==> src/rtl/pim_final_accumulator.sv <==
// Multi-channel multi-beat PIM pos/neg accumulator with a saturated
// signed combine and valid/ready handshakes on both sides.
module pim_final_accumulator #(
   parameter int IN_W     = 14,
   parameter int CH       = 4,
   parameter int BEATS    = 8,
   parameter int OUT_W    = 16,
   parameter bit SHIFT_EN = 1'b1
) (
   input  logic                clk,
   input  logic                rst,
   input  logic                flush,
   input  logic                sm_mode,
   input  logic                in_valid,
   output logic                in_ready,
   input  logic [CH*IN_W-1:0]  in_pos,
   input  logic [CH*IN_W-1:0]  in_neg,
   output logic                out_valid,
   input  logic                out_ready,
   output logic [CH*OUT_W-1:0] out_data,
   output logic [CH-1:0]       out_sat
);
   localparam int ACC_W = IN_W + BEATS + 1;
   localparam int D_W   = ACC_W + 1;
   localparam int CNT_W = ($clog2(BEATS) > 4) ? $clog2(BEATS) : 4;
   localparam logic [CNT_W-1:0] LAST = CNT_W'(BEATS - 1);
   localparam logic signed [D_W-1:0] MAXP =
      D_W'((longint'(1) << (OUT_W - 1)) - 1);
   localparam logic signed [D_W-1:0] MINN = ~MAXP;

   logic [CNT_W-1:0]    r_cnt;
   logic                r_sm;
   logic [ACC_W-1:0]    r_accp [CH];
   logic [ACC_W-1:0]    r_accn [CH];
   logic                r_ovalid;
   logic [CH*OUT_W-1:0] r_odata;
   logic [CH-1:0]       r_osat;

   logic                w_first;
   logic                w_last;
   logic                w_fire;
   logic                w_sm;
   logic [CNT_W-1:0]    w_sh;
   logic [ACC_W-1:0]    w_sp [CH];
   logic [ACC_W-1:0]    w_sn [CH];
   logic [CH*OUT_W-1:0] w_data;
   logic [CH-1:0]       w_sat;

   assign w_first  = (r_cnt == '0);
   assign w_last   = (r_cnt == LAST);
   assign w_sh     = SHIFT_EN ? r_cnt : '0;
   assign w_sm     = w_first ? sm_mode : r_sm;
   assign in_ready = !r_ovalid | out_ready | !w_last;
   assign w_fire   = in_valid & in_ready & !flush;

   assign out_valid = r_ovalid;
   assign out_data  = r_odata;
   assign out_sat   = r_osat;

   always_comb begin
      logic [ACC_W-1:0]        w_tp;
      logic [ACC_W-1:0]        w_tn;
      logic signed [D_W-1:0]   w_d;
      logic [D_W-1:0]          w_abs;
      logic [OUT_W-1:0]        w_o;
      logic                    w_s;
      w_data = '0;
      w_sat  = '0;
      for (int c = 0; c < CH; c++) begin
         w_tp = ACC_W'(in_pos[c*IN_W +: IN_W]) << w_sh;
         w_tn = ACC_W'(in_neg[c*IN_W +: IN_W]) << w_sh;
         w_sp[c] = w_first ? w_tp : r_accp[c] + w_tp;
         w_sn[c] = w_first ? w_tn : r_accn[c] + w_tn;
         w_d = $signed({1'b0, w_sp[c]}) - $signed({1'b0, w_sn[c]});
         w_abs = w_d[D_W-1] ? -w_d : w_d;
         w_s = 1'b0;
         w_o = w_d[OUT_W-1:0];
         if (w_sm) begin
            // sign bit travels separately, magnitude saturates
            w_s = (w_abs > $unsigned(MAXP));
            w_o = w_s ? {w_d[D_W-1], MAXP[OUT_W-2:0]}
                      : {w_d[D_W-1], w_abs[OUT_W-2:0]};
         end else if (w_d > MAXP) begin
            w_s = 1'b1;
            w_o = MAXP[OUT_W-1:0];
         end else if (w_d < MINN) begin
            w_s = 1'b1;
            w_o = MINN[OUT_W-1:0];
         end
         w_data[c*OUT_W +: OUT_W] = w_o;
         w_sat[c] = w_s;
      end
   end

   always_ff @(posedge clk or posedge rst) begin
      if (rst) begin
         r_cnt    <= '0;
         r_sm     <= 1'b0;
         r_ovalid <= 1'b0;
         r_odata  <= '0;
         r_osat   <= '0;
         for (int c = 0; c < CH; c++) begin
            r_accp[c] <= '0;
            r_accn[c] <= '0;
         end
      end else begin
         if (r_ovalid & out_ready) r_ovalid <= 1'b0;
         if (flush) begin
            r_cnt <= '0;
            for (int c = 0; c < CH; c++) begin
               r_accp[c] <= '0;
               r_accn[c] <= '0;
            end
         end else if (w_fire) begin
            if (w_first) r_sm <= sm_mode;
            if (w_last) begin
               r_cnt    <= '0;
               r_odata  <= w_data;
               r_osat   <= w_sat;
               r_ovalid <= 1'b1;
            end else begin
               r_cnt <= r_cnt + 1'b1;
               for (int c = 0; c < CH; c++) begin
                  r_accp[c] <= w_sp[c];
                  r_accn[c] <= w_sn[c];
               end
            end
         end
      end
   end
endmodule

==> config.mk <==
export PLATFORM = sky130hd
export DESIGN_NAME = pim_final_accumulator
export DESIGN_NICKNAME = d
export VERILOG_FILES = /design/src/rtl/pim_final_accumulator.sv
export SDC_FILE = /design/constraint.sdc
export NUM_CORES = 2
export LEC_CHECK = 0
export ABC_AREA = 1
export BUFFER_PORTS_ARGS = -buffer_cell sky130_fd_sc_hd__buf_2
export CAP_MARGIN = 20
export CORE_UTILIZATION = 40
export CTS_CLUSTER_SIZE = 24
export DETAILED_ROUTE_END_ITERATION = 16
export HOLD_SLACK_MARGIN = 0.08
export MAX_ROUTING_LAYER = met4
export PLACE_DENSITY = 0.54
export SETUP_SLACK_MARGIN = 0.5
export SLEW_MARGIN = 20
export SYNTH_ARGS = -nofsm -noshare
export SYNTH_HDL_FRONTEND = slang
export SYNTH_SLANG_ARGS = --single-unit
==> constraint.sdc <==
create_clock -name clk -period 16.3 [get_ports clk]
set_input_delay 3.26 -clock clk [delete_from_list [all_inputs] [get_ports clk]]
set_output_delay 3.26 -clock clk [all_outputs]
set_load 0.01 [all_outputs]
# Yosys cells after proc, flatten, opt, wreduce, memory -nomap -nowiden
# Index checks and enable logic that the tools add are counted.
op_classes:
  addsub: 17
  order_cmp: 12
  n_eq_ne: 2
  shifts: 8
  muxes: 54
  n_bitwise: 6
  reduce_logical: 8
op_table:
  columns: ["op", "n"]
  rows:
  - ["2-to-1 mux 92 bit", 6]
  - ["2-to-1 mux 16 bit", 12]
  - ["adder 23 bit", 8]
  - ["2-to-1 mux 23 bit", 8]
  - ["left shift 14 x 4 -> 23 bit", 8]
  - ["greater-than comparator 24 x 15 -> 1 bit, second input constant", 4]
  - ["greater-than comparator 24 x 16 -> 1 bit, second input constant", 4]
  - ["< comparator 24 x 16 -> 1 bit, second input constant", 4]
  - ["2-to-1 mux 24 bit", 4]
  - ["negator 24 bit", 4]
  - ["subtractor 23 x 23 -> 24 bit", 4]
  - ["2-to-1 mux 15 bit", 4]
  - ["2-to-1 mux 1 bit", 17]
  - ["2-to-1 mux 4 bit", 3]
  - ["adder 4 x 1 -> 4 bit, second input constant", 1]
  - ["== test 4 x 3 -> 1 bit, second input constant", 1]
  - ["logical NOT 4 bit", 1]
  - ["AND reduction 2 bit", 2]
  - ["AND 1 bit", 3]
  - ["logical NOT 1 bit", 3]
  - ["AND reduction 3 bit", 1]
  - ["!= test 2 bit, second input constant", 1]
  - ["OR 1 bit", 2]
  - ["nonzero test 2 bit", 1]
  - ["NOT 1 bit", 1]
word_totals:
  register_bits: 258
  inputBits: 118
  output_inout_bits: 70
  wordCells: 120

# Logic depth before layout (Yosys ltp)
logic_depth:
  depth_word: 9
  mapped_depth: 59

# Least setup slack after synthesis
# No wires, ideal clock.
synth_path:
  kind: "input port to flip-flop"
  start: "in in_pos[29]"
  end: "reg r_odata[33], in the netlist out_data[33]"
  setup_time_ns: 0.122
  t_arrival_ns: 7.851
  required_ns: 16.178
  setup_slack_ns: 8.327
  cell_stages: 40
  path_buffers: 1
  path_cell_list: "nand2_1 > nand3_1 > nand2_1 > inv_1 > nand2_1 > nor2_1 > ha_1 > nand2_1 > o21ai_0 > inv_1 > nor2_1 > o21ai_0 > o21ai_0 > inv_1 > ha_1 > inv_1 > o31ai_1 > xor2_1 > [4 not listed] > inv_1 > nor3_1 > nand3_1 > nor2_2 > nand2_1 > nor2_1 > nand3_1 > nor2_1 > nand2_1 > nor2_1 > nand2_1 > nand2_1 > nand2_1 > nor2_1 > nand2_1 > nand2_4 > buf_8 > a21oi_2"
synth_via:
  elab_chain_len: 9
  word_cells_on_any_way: 13
  cone_classes: "add/sub (3); order compare (3); shift (1); mux (6)"
synth_rtl:
  columns: ["element", "line_no", "rtl"]
  rows:
  - ["start: declaration", "16", "input logic [CH*IN_W-1:0] in_pos,"]
  - ["left shift 14 x 4 -> 23 bit (*)", "70", "w_tp = ACC_W'(in_pos[c*IN_W +: IN_W]) << w_sh;"]
  - ["adder 23 bit", "72", "w_sp[c] = w_first ? w_tp : r_accp[c] + w_tp;"]
  - ["2-to-1 mux 23 bit (*)", "72", null]
  - ["subtractor 23 x 23 -> 24 bit (*)", "74", "w_d = $signed({1'b0, w_sp[c]}) - $signed({1'b0, w_sn[c]});"]
  - ["negator 24 bit", "75", "w_abs = w_d[D_W-1] ? -w_d : w_d;"]
  - ["2-to-1 mux 24 bit", "75", null]
  - ["greater-than comparator 24 x 15 -> 1 bit", "80", "w_s = (w_abs > $unsigned(MAXP));"]
  - ["2-to-1 mux 15 bit", "81", "w_o = w_s ? {w_d[D_W-1], MAXP[OUT_W-2:0]}"]
  - ["2-to-1 mux 16 bit (*)", "78", "if (w_sm) begin"]
  - ["end signal: assignment", "118", "r_odata <= w_data;"]
  - ["end: declaration", "36", "logic [CH*OUT_W-1:0] r_odata;"]
# Every way passes the cells marked *; elsewhere a longest branch is shown, timed or not.
# A chain may end at the register's enable or synchronous reset.

# Final worst setup path
layout_path:
  start: "in in_neg[3]"
  end: "reg r_odata[0], in the netlist out_data[0]"
layout_via:
  elab_chain_len: 9
  word_cells_on_any_way: 13
  cone_classes: "add/sub (3); order compare (3); shift (1); mux (6)"
layout_rtl:
  columns: ["element", "line_no", "rtl"]
  rows:
  - ["start: declaration", "17", "input logic [CH*IN_W-1:0] in_neg,"]
  - ["left shift 14 x 4 -> 23 bit (*)", "71", "w_tn = ACC_W'(in_neg[c*IN_W +: IN_W]) << w_sh;"]
  - ["adder 23 bit", "73", "w_sn[c] = w_first ? w_tn : r_accn[c] + w_tn;"]
  - ["2-to-1 mux 23 bit (*)", "73", null]
  - ["subtractor 23 x 23 -> 24 bit (*)", "74", null]
  - ["negator 24 bit", "75", null]
  - ["2-to-1 mux 24 bit", "75", null]
  - ["greater-than comparator 24 x 15 -> 1 bit", "80", null]
  - ["2-to-1 mux 15 bit", "81", null]
  - ["2-to-1 mux 16 bit (*)", "78", null]
# Marks and branches as above.

==> summary by stage <==
Outcome
The run finished with clean final reports.

Floorplanning
The top-level I/O count is 188. The initial cell density of the core is 40.60%. The floorplan die height is 308.0 um.

The die span in x is 308.0 um. The die covers 94830 sq um. The floorplan row count is 111. The region available for standard cell placement spans 92220 sq um.

Synth
The most used flip-flop cell after synthesis is dfrtp_1. Sorting the synthesized cells by area gives the leading types as nand2_1 18%, dfrtp_1 17%, o21ai_0 9.1%. The total of warnings raised by yosys is 0. The distinct cell type count after synthesis is 71. Each instance of the synthesized netlist takes up on average 5.938 sq um. Counting flops and latches in the post-synthesis netlist gives 258. The proportion of synthesized chip area in sequential cells is 17.24%. The number of flops mapped to enable cells by yosys is 0. Counting flops with an async set or reset pin after synthesis yields a share of 100.0%. The post-synthesis net count is 6688. The top-area cell type share of the netlist area is 18.06%.

Of all cell types, the one taking the most synthesized area is nand2_1. Synthesis produced a netlist whose cell count is 6306. The cell area that synthesis handed to floorplanning was 37440 sq um.

Route
The number of optimization iterations in the first detailed-route pass is 9. The routed layout has 41666 vias. The number of vias per cell after detailed routing is 5.481. The overall routed net length is 143.1 mm. The residual DRC count is 0.

For this block, the initial DRC count from the detailed router was 3544. Dividing the detail-routed wire length by the instance count gives 18.82 um. The detail route stage leaves a number of antenna-violating nets equal to 0.

Finish
The area of all placed cells without fillers is 40210 sq um. The area added between synthesis and finish is 7.395%. The top cell types in the final layout, fill and taps aside, are 1800 x nand2_1, 683 x o21ai_0, 640 x inv_1. The share of final-layout standard cells stronger than drive strength 1 is 10.57%. Cells fill 43.60% of the core in the end. The number of nets in the layout is 6698. The count of fill cells added during filler insertion is 10218. The finished layout holds 7602 standard cells, fillers aside. Leaving out fill and tap cells, the most frequent cell in the layout is nand2_1.

Place
The HPWL after detailed placement is 110.6 mm. In this run the cell area measured after placement is 38880 sq um. The cell count after placement is 7518. The port buffer count is 187.

The congestion estimate from routability-driven global placement came to 0.9726.

Timing
The number of pins exceeding their max-slew limit in the final report is 0. Summed over all failing endpoints, the final setup total negative slack is 0 ns. The number of setup violations in the final report is 0. Setup repair after global routing left no endpoint under its margin. The clock period could shrink to 9.263 ns. For the final database, setup skew stands at 0.02669 ns. For the pin with the worst max-slew slack, the measured transition is 1.038 ns. The final critical path takes up 56.83% of the cycle. Timing would allow up to 108.0 MHz.

The total count of hold-check failures in the final report is 0. In this run the tightest slew margin relative to its limit is 30.77%.

Clocking
The longest clock path from root to sink contains 3 buffers. The maximum level of the CTS H-tree is 2. Buffers added to address setup during post-CTS repair amount to 0. The number of instances resized during post-cts repair is 0. The master cell of the clock root buffer is clkbuf_16. TritonCTS built the clock tree. Clock tree synthesis found a total of 258 sinks. The hold buffer count at CTS is 0. The clock reaches the later pin of the worst-skew pair after 0.61 ns.

The number of clock buffers added by TritonCTS is 39. After clock tree synthesis, the clock-pin slew on the worst setup and hold paths is 0.06 ns.

Global route
The initial antenna violation count is 19. Entering global routing, the biggest net connects 88 pins. The global-route wire length before repair is 225.5 mm.

The overall fraction of global-route tracks in use is 30.88%. The total global routing overflow is 0. The via count of the first global-routing pass was 39467.

Setup path
The dominant delay contributor by cell family on the critical path is simple AND/OR/NAND/NOR gates. The critical path arrival is 9.76 ns. On the worst path, the slowest cell contributes a delay of 0.54 ns. The slowest stage of the critical path belongs to the cell inv_2.

The cell repeated most along the worst path is nand2_1. STA puts the critical path data required time at 16.80 ns. The kind of critical path is input port to flop. The worst setup path is launched from an input port. The sum of buffers and inverters on the critical path is 4. The sort of element at the end of the critical path is a flop. In this run the worst path has a maximum fanout of 22.

Power and ir drop
Net switching is 54.67% of the power. The cell leakage power is 21.48 nW. In this run the power spent charging and discharging nets is 0.002663 W. Combinational logic burns 66.7% of the power. Cell internal power was estimated by the tool at 0.002207 W. IR analysis of the VDD net gives a maximum drop of 0.07100 mV. The clock share of power is 18.3%. The cell area power density is 121.1 nW/um^2. The design draws 0.004870 W.

The sequential cell fraction of total power is 15.0%.

Min path
The tightest min-delay check is of the flop to flop type.

Run
Max-cap violations in this run came to 0.
cells by family after synthesis:
group                    count (synthesis)  share of synthesized area [%]
flip-flops                             258                          17.24
adder cells (fa/ha/maj)                264                          9.043
buffers and inverters                  934                          10.56
multiplexers                            19                         0.5079
XOR/XNOR                               138                          3.228
AND/OR/NAND/NOR                       3315                          39.09
AO/OA/AOI/OAI                         1378                          20.33
synthesized netlist by cell type (37+ instances only):
cell type,number
clkbuf_1,124
or2_2,87
nor2_1,476
dfrtp_1,258
ha_1,253
nand4_1,89
a21oi_1,385
nor3_1,91
xor2_1,83
buf_2,40
nand3_1,507
xnor2_1,55
inv_1,645
inv_2,37
nand2_1,1801
nand2_2,100
nand3_2,40
o21ai_0,684
o21ai_1,68
worst register-to-register path: cells and delay by family (launching register included):
family	cells	cell delay (ns)
buffers and inverters	12	3.57
AND/OR/NAND/NOR	21	2.76
AO/OA/AOI/OAI	7	1.57
flip-flops	1	0.63
adder cells (fa/ha/maj)	2	0.54
final timing paths:
check | end | slack (ns) | startpoint | cells past startpoint
worst min-delay path | out_data[16] | 0.48 | out_data[16] | 2
worst min register to register | out_data[16] | 0.48 | out_data[16] | 2
worst max-delay path | out_data[0] | 7.04 | in_neg[3] | 36
min in group asynchronous | out_data[31] | 2.70 | rst | 2
max in group asynchronous | r_accp[37] | 11.71 | rst | 4
worst max register to register | out_data[16] | 7.13 | r_cnt[1] | 42
cell type report:
class / count / area [sq um] / share of cell area, %
multi-input cells: 5114 / 27090 / 67.36
flip-flops and latches: 258 / 6471 / 16.09
inverters: 685 / 2595 / 6.453
well taps: 1243 / 1555 / 3.868
repair buffers: 218 / 1172 / 2.916
clock buffers: 58 / 1159 / 2.881
clock inverters: 13 / 138.9 / 0.3454
diodes: 13 / 32.53 / 0.08090
sequential cells by signal, indices dropped and copies added (netlist names):
register	count
out_data	64
r_sm	1
r_accn	92
out_sat	4
out_valid	1
r_accp	92
r_cnt	4
routing by layer:
metal / GRT usage (%) / vias to the layer above / wire [um]
li1: - / 20970 / -
met1: 40.68 / 19466 / 66500
met2: 50.05 / 1078 / 65350
met3: 3.401 / 152 / 7486
met4: 8.111 / 0 / 3715
met5: - / - / 0
stage by stage:
| stage | setup WS [ns] | hold WS (ns) |
|---|---|---|
| final | 7.037 | 0.4766 |
| after global routing | 6.489 | 0.5152 |
| after CTS | 7.223 | 0.4839 |
| after detailed placement | 6.612 | 0.4680 |
| after global placement | 6.653 | 0.4652 |
| after floorplan | 5.942 | 0.4747 |
power groups by stage:
stage	combinational (W)	clock [W]	sequential (W)
floorplan	0.00247	0	0.000727
global placement	0.00320	0	0.000739
detailed placement	0.00321	0	0.000739
CTS	0.00323	0.000912	0.000728
global route	0.00369	0.000934	0.000734
finish	0.00325	0.000892	0.000729
No activity file was read; power rests on OpenSTA's default activity.
